`src/rtl/or1200_rst_seq_pkg.sv`:
```
// Shared state encoding and parameter sanity helpers for the
// or1200_rst_seq reset sequencer.
package or1200_rst_seq_pkg;

  localparam logic [1:0] ST_HOLD     = 2'd0;
  localparam logic [1:0] ST_RELEASE  = 2'd1;
  localparam logic [1:0] ST_RUN      = 2'd2;
  localparam logic [1:0] ST_EXPIRED  = 2'd3;

  typedef enum logic [1:0] {
    S_HOLD     = ST_HOLD,
    S_RELEASE  = ST_RELEASE,
    S_RUN      = ST_RUN,
    S_EXPIRED  = ST_EXPIRED
  } state_e;

  // True when a w-bit counter can hold both the last release
  // point and the watchdog limit.
  function automatic bit cnt_w_ok(
    input int unsigned w,
    input int unsigned dly,
    input int unsigned nch,
    input int unsigned stg,
    input int unsigned tmo
  );
    longint unsigned need;
    longint unsigned cap;
    need = longint'(dly) + longint'(nch) * longint'(stg);
    if (longint'(tmo) > need) need = longint'(tmo);
    if (w >= 63) return 1'b1;
    cap = (64'd1 << w) - 64'd1;
    return need <= cap;
  endfunction

endpackage

```
`src/rtl/or1200_rst_seq_if.sv`:
```
// Reset sequencer bundle: software request in, per-channel resets,
// ready, watchdog flag and run-cycle count out.
interface or1200_rst_seq_if #(
  parameter int NUM_CH = 4,
  parameter int CNT_W  = 16
);

  logic              sw_rst_i;
  logic [NUM_CH-1:0] rst_o;
  logic              ready_o;
  logic              timeout_o;
  logic [CNT_W-1:0]  cycle_cnt_o;

  modport master (
    output sw_rst_i,
    input  rst_o,
    input  ready_o,
    input  timeout_o,
    input  cycle_cnt_o
  );

  modport slave (
    input  sw_rst_i,
    output rst_o,
    output ready_o,
    output timeout_o,
    output cycle_cnt_o
  );

endinterface

```
`src/rtl/or1200_rst_seq_sync2.sv`:
```
// or1200_sync2: 2-flop synchroniser, flops cleared by rst_i.
// Ports: clk_i, rst_i, d_i (async in), q_o (synchronised out).
// Only built when OR1200_RST_SEQ_SYNC_REQ_EN is defined.
`ifdef OR1200_RST_SEQ_SYNC_REQ_EN
module or1200_sync2 (
  input  logic clk_i,
  input  logic rst_i,
  input  logic d_i,
  output logic q_o
);

  logic s1_q;
  logic s2_q;

  always_ff @(posedge clk_i or posedge rst_i) begin
    if (rst_i) begin
      s1_q <= 1'b0;
      s2_q <= 1'b0;
    end else begin
      s1_q <= d_i;
      s2_q <= s1_q;
    end
  end

  assign q_o = s2_q;

endmodule
`endif

```
`src/rtl/or1200_rst_seq.sv`:
```
// Staggered reset sequencer + run watchdog. Ports: clk_i, rst_i
// (async, active-high), bus (slave: sw_rst_i, rst_o, ready_o,
// timeout_o, cycle_cnt_o). OR1200_RST_SEQ_SYNC_REQ_EN adds a
// 2-flop synchroniser on sw_rst_i.
module or1200_rst_seq
  import or1200_rst_seq_pkg::*;
#(
  parameter int NUM_CH      = 4,
  parameter int DLY_CYC     = 10,
  parameter int STAGGER_CYC = 2,
  parameter int TIMEOUT_CYC = 200,
  parameter int CNT_W       = 16
) (
  input  logic clk_i,
  input  logic rst_i,
  or1200_rst_seq_if.slave bus
);

  localparam int LAST = DLY_CYC + (NUM_CH - 1) * STAGGER_CYC;

  localparam logic [CNT_W-1:0] DLY_V = CNT_W'(DLY_CYC);
  localparam logic [CNT_W-1:0] RDY_V = CNT_W'(LAST + 1);
  localparam logic [CNT_W-1:0] TO_V  = CNT_W'(TIMEOUT_CYC);
  localparam logic [CNT_W-1:0] TO_M1 = CNT_W'(TIMEOUT_CYC - 1);

  if (NUM_CH < 1 || NUM_CH > 16) begin : g_bad_num_ch
    $error("or1200_rst_seq: NUM_CH out of range");
  end

  if (!cnt_w_ok(CNT_W, DLY_CYC, NUM_CH,
                STAGGER_CYC, TIMEOUT_CYC)) begin : g_bad_cnt_w
    $error("or1200_rst_seq: CNT_W too narrow");
  end

  logic sw_req;

`ifdef OR1200_RST_SEQ_SYNC_REQ_EN
  or1200_sync2 u_sync (
    .clk_i (clk_i),
    .rst_i (rst_i),
    .d_i   (bus.sw_rst_i),
    .q_o   (sw_req)
  );
`else
  assign sw_req = bus.sw_rst_i;
`endif

  state_e            state_q, state_d;
  logic [CNT_W-1:0]  seq_q, seq_d;
  logic [CNT_W-1:0]  cnt_q, cnt_d;
  logic [NUM_CH-1:0] rst_q, rst_d;
  logic              rdy_q, rdy_d;
  logic              to_q, to_d;

  always_ff @(posedge clk_i or posedge rst_i) begin
    if (rst_i) begin
      state_q <= S_HOLD;
      seq_q   <= '0;
      cnt_q   <= '0;
      rst_q   <= '1;
      rdy_q   <= 1'b0;
      to_q    <= 1'b0;
    end else begin
      state_q <= state_d;
      seq_q   <= seq_d;
      cnt_q   <= cnt_d;
      rst_q   <= rst_d;
      rdy_q   <= rdy_d;
      to_q    <= to_d;
    end
  end

  always_comb begin
    state_d = state_q;
    seq_d   = seq_q;
    cnt_d   = cnt_q;
    rst_d   = rst_q;
    rdy_d   = rdy_q;
    to_d    = to_q;
    if (sw_req) begin
      state_d = S_HOLD;
      seq_d   = '0;
      cnt_d   = '0;
      rst_d   = '1;
      rdy_d   = 1'b0;
      to_d    = 1'b0;
    end else begin
      unique case (state_q)
        S_HOLD, S_RELEASE: begin
          seq_d = seq_q + 1'b1;
          // Bits only ever clear here, so the >= keeps
          // released channels released.
          for (int k = 0; k < NUM_CH; k++) begin
            if (seq_q >= CNT_W'(DLY_CYC + k * STAGGER_CYC))
              rst_d[k] = 1'b0;
          end
          if (state_q == S_HOLD) begin
            if (seq_q == DLY_V) state_d = S_RELEASE;
          end else if (seq_q == RDY_V) begin
            state_d = S_RUN;
            rdy_d   = 1'b1;
            cnt_d   = '0;
          end
        end
        S_RUN: begin
          if (TIMEOUT_CYC != 0 && cnt_q == TO_M1) begin
            state_d = S_EXPIRED;
            to_d    = 1'b1;
            cnt_d   = TO_V;
          end else if (cnt_q != '1) begin
            cnt_d = cnt_q + 1'b1;
          end
        end
        S_EXPIRED: begin
        end
        default: state_d = S_HOLD;
      endcase
    end
  end

  assign bus.rst_o       = rst_q;
  assign bus.ready_o     = rdy_q;
  assign bus.timeout_o   = to_q;
  assign bus.cycle_cnt_o = cnt_q;

endmodule

```
`src/flat_wrapper.sv`:
```
// flat-port wrapper written by rule: the top's interface ports become plain ports
module or1200_rst_seq_flat import or1200_rst_seq_pkg::*;
#(
  parameter int NUM_CH      = 4,
  parameter int DLY_CYC     = 10,
  parameter int STAGGER_CYC = 2,
  parameter int TIMEOUT_CYC = 200,
  parameter int CNT_W       = 16
)
  (clk_i, rst_i, bus_sw_rst_i, bus_rst_o, bus_ready_o, bus_timeout_o, bus_cycle_cnt_o);
  or1200_rst_seq_if #(.NUM_CH(NUM_CH), .CNT_W(CNT_W)) bus_i ();
  input  logic clk_i;
  input  logic rst_i;
  input wire logic [$bits(bus_i.sw_rst_i)-1:0] bus_sw_rst_i;
  output wire logic [$bits(bus_i.rst_o)-1:0] bus_rst_o;
  output wire logic [$bits(bus_i.ready_o)-1:0] bus_ready_o;
  output wire logic [$bits(bus_i.timeout_o)-1:0] bus_timeout_o;
  output wire logic [$bits(bus_i.cycle_cnt_o)-1:0] bus_cycle_cnt_o;
  assign bus_i.sw_rst_i = bus_sw_rst_i;
  assign bus_rst_o = bus_i.rst_o;
  assign bus_ready_o = bus_i.ready_o;
  assign bus_timeout_o = bus_i.timeout_o;
  assign bus_cycle_cnt_o = bus_i.cycle_cnt_o;
  or1200_rst_seq #(.NUM_CH(NUM_CH), .DLY_CYC(DLY_CYC), .STAGGER_CYC(STAGGER_CYC), .TIMEOUT_CYC(TIMEOUT_CYC), .CNT_W(CNT_W)) u_core (.clk_i(clk_i), .rst_i(rst_i), .bus(bus_i));
endmodule
```
`config.mk`:
```
export PLATFORM = sky130hd
export DESIGN_NAME = or1200_rst_seq_flat
export DESIGN_NICKNAME = d
export VERILOG_FILES = /design/src/rtl/or1200_rst_seq_pkg.sv /design/src/rtl/or1200_rst_seq_if.sv /design/src/rtl/or1200_rst_seq_sync2.sv /design/src/rtl/or1200_rst_seq.sv /design/src/flat_wrapper.sv
export SDC_FILE = /design/constraint.sdc
export NUM_CORES = 1
export LEC_CHECK = 0
export CAP_MARGIN = 20
export CORE_MARGIN = 2
export CORE_UTILIZATION = 24
export CTS_BUF_LIST = sky130_fd_sc_hd__clkbuf_16
export DETAILED_ROUTE_END_ITERATION = 10
export HOLD_SLACK_MARGIN = 0.08
export RECOVER_POWER = 25
export SYNTH_ARGS = -nofsm -noshare
export SYNTH_HDL_FRONTEND = slang
export SYNTH_SLANG_ARGS = --single-unit
```
`constraint.sdc`:
```
create_clock -name clk_i -period 3.1 [get_ports clk_i]
set_clock_uncertainty 0.15 [all_clocks]
set_input_delay 0.62 -clock clk_i [delete_from_list [all_inputs] [get_ports clk_i]]
set_output_delay 0.62 -clock clk_i [all_outputs]
set_load 0.03 [all_outputs]
```
==> impl_metrics.py, run 1 <==
metrics = {
    "routing": {
        "drtIter0Drc": 95,
        "vias": 1878,
        "wl_per_cell_um": 13.04,
        "ant_nets": 0,
        "via_per_inst": 4.649,
        "wirelength_mm": 5.269,
        "post-route-drc-count": 0,
        "firstDrtPassIters": 4,
    },
    "layout": {
        "drive_above_1_share": 0.1292,
        "area_delta_synth_final_pct": 22.03,
        "nNetsFinal": 278,
        "n_antenna_cell": 0,
        "finalInstanceArea_sq_um": 2883,
        "fin_util": 0.2977,
    },
    "clock_tree": {
        "cts_sinks": 40,
        "insertion_delay_ns": 0.28,
        "postCtsSetupRepairBufs": 0,
        "htreeDepth": 2,
        "cts_tree": "built",
        "cts_hold_buf": 0,
        "root_buffer": "clkbuf_16",
        "cts_buffer_depth": 2,
        "cts.reportedPaths.clkPinSlew_ns": 0.06,
        "cts_buffers": 5,
        "cts_resized": 0,
    },
    "yosys": {
        "syn_area_sq_um": 2362,
        "synth-edff-count": 0,
        "synthTopCellsByCount": "dfrtp_1, nor2_1, nand2_1, nand3_1, xor2_1",
        "synthesis.nets": 252,
        "synth_top_cell_area_share": 0.3814,
        "synth_area_leader_cell": "dfrtp_1",
        "syn_inst": 244,
        "ys_types": 50,
        "synth_warnings": 0,
        "async_reset_ff_frac": 1.000,
        "synth_seq_area_share": 0.4258,
        "synth_most_common_cell": "dfrtp_1",
        "ys.flop_type": "dfrtp_1",
        "synth.top_cells.by_area": "dfrtp_1, xor2_1, dfstp_2",
        "syn_avg_cell_area_sq_um": 9.681,
        "yosys_register_bits": 40,
    },
    "timing": {
        "slew_headroom": 0.3360,
        "finalHoldViolCount": 0,
        "post-route-period-util": 0.8399,
        "drv_slew": 0,
        "maxClockFrequency_mhz": 384.1,
        "post-route-min-period_ns": 2.604,
        "setup_viol": 0,
        "rsz0062_at_grt": "no",
        "worst_pin_slew_ns": 0.9960,
        "tns_ns": 0,
    },
    "power_and_ir_drop": {
        "total_power_w": 0.001145,
        "ir_worst_vdd_uv": 198.1,
        "powerDensity_nw_per_um2": 397.0,
        "leakagePower_nw": 1.166,
    },
    "critical_path": {
        "critPathMaxStageDelay_ns": 0.54,
        "cp-end-kind": "flip-flop",
        "critPathMaxFanout": 16,
        "crit_chain": "inv_1, ha_1, or4bb_1, nor4_4, o22ai_2, a21oi_1, o22ai_1",
        "slowest_stage": "or4bb_1",
        "critPathKind": "flip-flop to flip-flop",
        "cp.required_ns": 3.09,
        "crit_arrival_ns": 2.60,
        "critPathLaunchType": "flip-flop",
    },
    "floorplanning": {
        "row_count": 36,
        "dieHeight_um": 103.2,
        "io-pin-count": 25,
        "coreArea_sq_um": 9684,
        "dieWidth_um": 103.2,
        "dieArea_sq_um": 10650,
        "start_util": 0.2439,
    },
    "placement": {
        "gpl.final_weighted_congestion": 0.7746,
        "hpwl_mm": 3.695,
        "place_area_sq_um": 2723,
        "port_buffers": 24,
    },
    "global_route": {
        "grt_overflow": 0,
        "grt_first_pass_wirelength_mm": 8.901,
        "grt_pass1_vias": 1822,
        "grt_max_degree": 41,
        "track_usage": 0.1049,
        "antenna_found_initial": 0,
    },
    "hold_path": {
        "hold_class": "flip-flop to flip-flop",
    },
    "flow_run": {
        "maxCapViolations": 0,
    },
    "outcome": {
        "status": "finished clean",
    },
}
-- placed cells by master, fill, tap and decap left out, drive strengths merged, types with 3 or more instances in the layout --
cell type	n
clkbuf	6
buf	7
inv	9
ha	5
a21oi	6
a211oi	7
mux2i	4
nand3	15
xor2	14
dfstp	4
nand2	16
o21ai	9
or4	6
or2	3
o211ai	5
nor2	26
o21bai	4
dfrtp	36
nor4	7
and3	5
nor4bb	3
a21o	9
clkdlybuf4s50	23
nand4	12
-- state kept, by name, summed over array words and instances (netlist names) --
register and flops:
u_core.bus.ready_o 1, u_core.bus.timeout_o 1, u_core.bus.cycle_cnt_o 16, u_core.seq_q 16, u_core.state_q 2, u_core.bus.rst_o 4
-- final cells by class --
class,count,area (sq um)
fillers,1015,6802
flip-flops and latches,40,1006
inverters,9,33.78
clock inverters,3,37.54
multi-input cells,182,1216
clock buffers,5,125.1
well taps,133,166.4
repair buffers,32,297.8
-- where the power goes --
group          leakage (nW)  switching [W]  internal (W)  total (W)
Sequential            0.543     0.00000879      0.000526   0.000535
Clock                0.0789       0.000193      0.000374   0.000567
Combinational         0.545      0.0000284     0.0000146  0.0000430
Total                  1.17       0.000230      0.000914    0.00114
-- logic make-up (layout without fill, tap and decap cells) --
kind of cell	after synthesis	in the layout	share of synthesized area
XOR/XNOR	16	16	0.05932
multiplexers	4	4	0.01695
adder cells (fa/ha/maj)	5	5	0.02648
AND/OR/NAND/NOR	106	106	0.2527
AO/OA/AOI/OAI	51	51	0.1594
flip-flops	40	40	0.4258
buffers and inverters	22	49	0.05932
-- through the flow --
stage | std cells | setup WS, ns | hold slack, ns
2_1_floorplan | 244 | 0.7774 | 0.3480
3_3_place_gp | 396 | 0.3540 | 0.3193
3_5_place_dp | 396 | 0.3155 | 0.3310
4_1_cts | 404 | 0.4624 | 0.3399
5_1_grt | 404 | 0.3005 | 0.3674
6_report | 404 | 0.4963 | 0.3364
-- worst max-delay path: cells and delay by family (launching register included) --
family	cells	cell delay [ns]
compound gates	3	0.80
fa+ha+maj	1	0.14
buf+inv	1	0.13
flops	1	0.49
simple gates	2	0.76
-- metal layers --
layer / global-route usage / wire (um)
met1: 0.1480 / 2578
met2: 0.1563 / 2420
met3: 0.02755 / 229
met4: 0.03441 / 40
met5: 0 / 0
-- worst paths after layout --
kind                       slack [ns]                          to           startpoint  cells after the start
max                              0.50   u_core.bus.cycle_cnt_o[1]      u_core.seq_q[1]                      7
min in group asynchronous        0.94   u_core.bus.cycle_cnt_o[0]                rst_i                      3
max in group asynchronous        1.24  u_core.bus.cycle_cnt_o[10]                rst_i                      3
min reg2reg                      0.34         u_core.bus.rst_o[3]  u_core.bus.rst_o[3]                      2
max reg2reg                      0.50   u_core.bus.cycle_cnt_o[1]      u_core.seq_q[1]                      7
min                              0.34         u_core.bus.rst_o[3]  u_core.bus.rst_o[3]                      2
Note: power is estimated with default switching activity, not from simulation.
==> run 2: changes to the inputs <==
clock period = 2.25 ns   (was 3.1 ns; I/O delays follow)
==> run 2 against run 1 <==
The flow now finishes with violations (negative setup slack). Via count rose by 12%. Global-route usage up 1.3 points. Flip-flop and latch count did not move. Core utilization up 3.7 points. Final cell count rose by 11%. Combinational power rose by 110%. Critical path type unchanged. Critical endpoint is now u_core.bus.cycle_cnt_o[12].
==> impl_metrics.py, run 2 (synthesized netlist as in run 1, its figures left out) <==
metrics = {
    "outcome": {
        "status": "finished, violations left",
        "violations": "negative setup slack",
    },
    "power_and_ir_drop": {
        "ir_worst_vdd_uv": 214.7,
        "total_power_w": 0.001496,
        "powerDensity_nw_per_um2": 461.4,
        "leakagePower_nw": 1.403,
    },
    "placement": {
        "hpwl_mm": 3.980,
        "gpl.final_weighted_congestion": 0.8389,
        "port_buffers": 24,
        "pre_cts_slack_ns": -0.05805,
        "placedCellCount": 435,
    },
    "layout": {
        "nNetsFinal": 322,
        "num-fill-cells": 993,
        "fin_util": 0.3348,
        "final_cell_count_no_fill": 448,
        "final_cell_mix": "buf_4, dfrtp_1, nor2_1",
        "drive_above_1_share": 0.2921,
        "seqCellArea_sq_um": 1008,
        "final_common_cell": "buf_4",
        "multi_input_area_sq_um": 1255,
        "area_delta_synth_final_pct": 37.24,
        "n_antenna_cell": 0,
    },
    "global_route": {
        "track_usage": 0.1178,
        "antenna_found_initial": 0,
        "grt_first_pass_wirelength_mm": 9.956,
        "grt_overflow": 0,
        "grt_pass1_vias": 2085,
        "grt_max_degree": 41,
    },
    "clock_tree": {
        "cts_hold_buf": 0,
        "root_buffer": "clkbuf_16",
        "cts_buffer_depth": 2,
        "cts.reportedPaths.clkPinSlew_ns": 0.06,
        "cts_tree": "built",
        "insertion_delay_ns": 0.28,
        "cts_sinks": 40,
        "htreeDepth": 2,
        "cts_buffers": 5,
    },
    "timing": {
        "post-route-period-util": 1.001,
        "slew_headroom": 0.3324,
        "worst_pin_slew_ns": 1.001,
        "maxClockFrequency_mhz": 444.2,
        "setup_viol": 1,
        "post-route-min-period_ns": 2.251,
        "rsz0062_at_grt": "yes",
        "whs_ns": 0.3406,
        "worst_slack_ns": -0.001228,
        "drv_slew": 0,
        "finalHoldViolCount": 0,
    },
    "critical_path": {
        "r2r_cells": 8,
        "cp-end-kind": "flip-flop",
        "critPathMaxStageDelay_ns": 0.55,
        "worst-path-buf-inv": 2,
        "crit_arrival_ns": 2.27,
        "critPathMaxFanout": 14,
        "crit_chain": "inv_2, ha_1, or4bb_4, nor4_4, o22ai_2, buf_12, o21bai_1, a21bo_2",
        "slowest_stage": "or4bb_4",
        "critPathTopFamily": "simple AND/OR/NAND/NOR gates",
        "critPathKind": "flip-flop to flip-flop",
        "critical_path_depth": 8,
        "critPathLaunchType": "flip-flop",
        "cp.required_ns": 2.27,
    },
    "floorplanning": {
        "dieWidth_um": 103.2,
        "io-pin-count": 25,
        "start_util": 0.2439,
        "row_count": 36,
        "dieArea_sq_um": 10650,
        "coreArea_sq_um": 9684,
        "dieHeight_um": 103.2,
    },
    "routing": {
        "post-route-drc-count": 0,
        "wl_per_cell_um": 12.55,
        "ant_nets": 0,
        "firstDrtPassIters": 4,
        "wirelength_mm": 5.624,
        "m1WireLength_mm": 2.581,
        "drtIter0Drc": 178,
        "route.met2.wl_mm": 2.675,
        "via_per_inst": 4.679,
        "met3_length_um": 291,
        "highest_layer": "met4",
        "vias": 2096,
    },
    "flow_run": {
        "maxCapViolations": 0,
    },
    "hold_path": {
        "min_path_cells": 2,
        "hold_class": "flip-flop to flip-flop",
    },
}
## run 2: changes by cell type in the layout (fill, tap and decap cells not counted), moves of 2 or more
cell,change
a21oi_1,-2
dfrtp_1,-2
a21oi_2,+2
dfrtp_2,+2
buf_4,+43
clkinv_1,-2
## run 2: through the flow
step | cell area, sq um | TNS, ns
after floorplan | 2365 | 0
after global placement | 3030 | -0.6639
after detailed placement | 3030 | -0.4621
after CTS | 3199 | -0.008987
after global routing | 3242 | -0.7040
final | 3242 | -0.001228
## run 2: worst min-delay path: stages (launching register included)
cell,delay [ns]
dfstp_2,0.36
o21ai_0,0.06
nand2b_1,0.06
## run 2: final timing paths
path / endpoint / slack [ns] / from
hold / removal: u_core.bus.rst_o[3] / 0.34 / u_core.bus.rst_o[3]
min in group asynchronous: u_core.bus.cycle_cnt_o[3] / 0.79 / rst_i
hold reg to reg: u_core.bus.rst_o[3] / 0.34 / u_core.bus.rst_o[3]
setup / recovery: u_core.bus.cycle_cnt_o[12] / -0.001 / u_core.seq_q[1]
setup reg to reg: u_core.bus.cycle_cnt_o[12] / -0.001 / u_core.seq_q[1]
max in group asynchronous: u_core.bus.cycle_cnt_o[0] / 0.50 / rst_i
## run 2: layer usage
layer  vias to the layer above  GRT usage
li1                       1028          -
met1                      1012     0.1588
met2                        50     0.1838
met3                         6    0.02755
met4                         0    0.04453
met5                         -          0
## run 2: report_power, final
part | total (W) | switching, W | internal (W)
Sequential | 0.000727 | 0.00000271 | 0.000725
Clock | 0.000677 | 0.000277 | 0.000401
Combinational | 0.0000910 | 0.0000540 | 0.0000370
Total | 0.00150 | 0.000333 | 0.00116
## run 2: area by class of cell
class,count,share of cell area
timing repair buffer,76,0.1976
clock inverter,3,0.003860
clock buffer,5,0.03860
sequential,40,0.3111
tap,133,0.05133
multi-input combinational,182,0.3871
inverter,9,0.01042
## run 2: repair_timing
item | 4_1_cts | 5_1_grt
endpoints found under the setup margin | 8 | 14
buffers inserted | 2 | 3
pin swaps | 1 | 3
gates resized for setup | 6 | 7
==> run 3: changes to the inputs <==
ABC_AREA = 1   (was not set)
==> run 3 against run 2 <==
Routed wire length rose by 27%. Core utilization fell by 3.3 points. Count of clock-buffer cells in the layout unchanged. Largest power group is now clock. Critical path depth decreased by 7. The flow now finishes without violations.
==> impl_metrics.py, run 3 <==
metrics = {
    "yosys": {
        "synth_most_common_cell": "nand2_1",
        "async_reset_ff_frac": 1.000,
        "synth_warnings": 0,
        "synth_area_leader_cell": "dfrtp_1",
        "synth_seq_area_share": 0.3849,
        "ys_types": 27,
        "synthesis.nets": 401,
        "synthTopCellsByCount": "nand2_1, nor2_1, inv_1, nand3_1, dfrtp_1",
        "syn_area_sq_um": 2614,
        "syn_avg_cell_area_sq_um": 6.651,
        "synth.top_cells.by_area": "dfrtp_1, nand2_1, nor2_1",
        "synth-edff-count": 0,
        "yosys_register_bits": 40,
        "ys.flop_type": "dfrtp_1",
        "synth_top_cell_area_share": 0.3447,
        "syn_inst": 393,
    },
    "clock_tree": {
        "cts.reportedPaths.clkPinSlew_ns": 0.06,
        "postCtsSetupRepairBufs": 0,
        "cts_sinks": 40,
        "insertion_delay_ns": 0.28,
        "cts_tree": "built",
        "htreeDepth": 2,
        "root_buffer": "clkbuf_16",
        "cts_buffers": 5,
        "cts_hold_buf": 0,
        "cts_buffer_depth": 2,
        "cts_resized": 0,
    },
    "flow_run": {
        "maxCapViolations": 0,
    },
    "critical_path": {
        "crit_arrival_ns": 1.56,
        "critPathMaxStageDelay_ns": 0.74,
        "r2r_start": "u_core.bus.cycle_cnt_o[0]",
        "cp.required_ns": 1.65,
        "critPathKind": "flip-flop to output pin",
        "critPathMaxFanout": 10,
        "worst-path-buf-inv": 1,
        "crit_chain": "clkdlybuf4s50_1",
        "startpoint": "u_core.bus.cycle_cnt_o[2]",
        "critPathLaunchType": "flip-flop",
        "critPathTopFamily": "buffers and inverters",
        "cp-end-kind": "output pin",
        "slowest_stage": "clkdlybuf4s50_1",
    },
    "layout": {
        "area_delta_synth_final_pct": 23.94,
        "finalInstanceArea_sq_um": 3239,
        "final_common_cell": "nand2_1",
        "n_antenna_cell": 0,
        "seqCellArea_sq_um": 1006,
        "drive_above_1_share": 0.07925,
        "nNetsFinal": 436,
        "num-fill-cells": 1209,
        "final_cell_mix": "nand2_1, nor2_1, inv_1",
        "multi_input_area_sq_um": 1375,
    },
    "timing": {
        "worst_pin_slew_ns": 0.8119,
        "maxClockFrequency_mhz": 462.0,
        "post-route-period-util": 0.9621,
        "finalHoldViolCount": 0,
        "tns_ns": 0,
        "rsz0062_at_grt": "no",
        "post-route-min-period_ns": 2.165,
        "slew_headroom": 0.4587,
        "drv_slew": 0,
        "setup_viol": 0,
    },
    "floorplanning": {
        "dieWidth_um": 108.4,
        "io-pin-count": 25,
        "dieHeight_um": 108.4,
        "dieArea_sq_um": 11740,
        "coreArea_sq_um": 10750,
        "row_count": 38,
        "start_util": 0.2432,
    },
    "routing": {
        "vias": 2705,
        "post-route-drc-count": 0,
        "ant_nets": 0,
        "wirelength_mm": 7.161,
        "wl_per_cell_um": 12.59,
        "drtIter0Drc": 154,
        "firstDrtPassIters": 5,
        "via_per_inst": 4.754,
    },
    "power_and_ir_drop": {
        "leakagePower_nw": 1.498,
        "powerDensity_nw_per_um2": 549.8,
        "ir_worst_vdd_uv": 362.0,
    },
    "global_route": {
        "grt_pass1_vias": 2582,
        "grt_max_degree": 33,
        "track_usage": 0.1315,
        "grt_overflow": 0,
        "grt_first_pass_wirelength_mm": 12.42,
        "antenna_found_initial": 0,
    },
    "placement": {
        "gpl.final_weighted_congestion": 0.8906,
        "place_area_sq_um": 3087,
        "port_buffers": 24,
        "hpwl_mm": 5.380,
    },
    "outcome": {
        "status": "finished clean",
    },
    "hold_path": {
        "worstHoldStart": "u_core.bus.rst_o[3]",
        "hold_class": "flip-flop to flip-flop",
    },
}
[run 3: worst min-delay path: cells and delay by family, from the launching register on]
kind / cells / cell delay, ns
AND/OR/NAND/NOR: 1 / 0.05
AO/OA/AOI/OAI: 1 / 0.06
flip-flops: 1 / 0.37
[run 3: worst paths after layout]
| path | endpoint | slack (ns) | cells past startpoint |
|---|---|---|---|
| max | bus_cycle_cnt_o[2] | 0.09 | 1 |
| min | u_core.bus.rst_o[3] | 0.33 | 2 |
| max reg2reg | u_core.bus.cycle_cnt_o[9] | 0.34 | 10 |
| min reg2reg | u_core.bus.rst_o[3] | 0.33 | 2 |
| max in group asynchronous | u_core.seq_q[8] | 0.41 | 3 |
| min in group asynchronous | u_core.bus.cycle_cnt_o[12] | 0.43 | 2 |
[run 3: cell families after synthesis]
| kind of cell | after synthesis | synth area share |
|---|---|---|
| buffers and inverters | 58 | 0.08904 |
| flip-flops | 40 | 0.3849 |
| adder cells (fa/ha/maj) | 5 | 0.02393 |
| AND/OR/NAND/NOR | 253 | 0.4275 |
| AO/OA/AOI/OAI | 35 | 0.06798 |
| XOR/XNOR | 2 | 0.006703 |
[run 3: layer usage]
layer	up-vias	routed length, um	global-route usage
met3	8	363	0.02532
met4	0	99	0.04945
met2	76	3267	0.2066
met1	1272	3431	0.1790
li1	1349	-	-
met5	-	0	0
[run 3: final cells by class]
type                    instances  share of cell area
flip-flops and latches         40              0.3105
repair buffers                 36              0.1012
clock buffers                   5             0.03862
inverters                      50             0.05794
multi-input cells             295              0.4245
well taps                     140             0.05407
clock inverters                 3             0.01313
[run 3: report_power, final]
part           internal, W  switching, W  total [W]
combinational    0.0000593      0.000149   0.000208
clock             0.000521      0.000293   0.000814
sequential        0.000737     0.0000225   0.000759
[run 3: stage by stage]
stage	setup slack (ns)	hold slack, ns	util	std cells	power (W)
floorplan	0.2491	0.3623	-	393	0.0009145
global placement	0.05138	0.3188	0.2873	561	0.0009842
detailed placement	0.02334	0.3292	0.2873	561	0.0009881
CTS	0.07531	0.3388	0.3029	569	0.001812
global route	0.01115	0.3532	0.3015	569	0.001868
finish	0.08527	0.3330	0.3015	569	0.001781
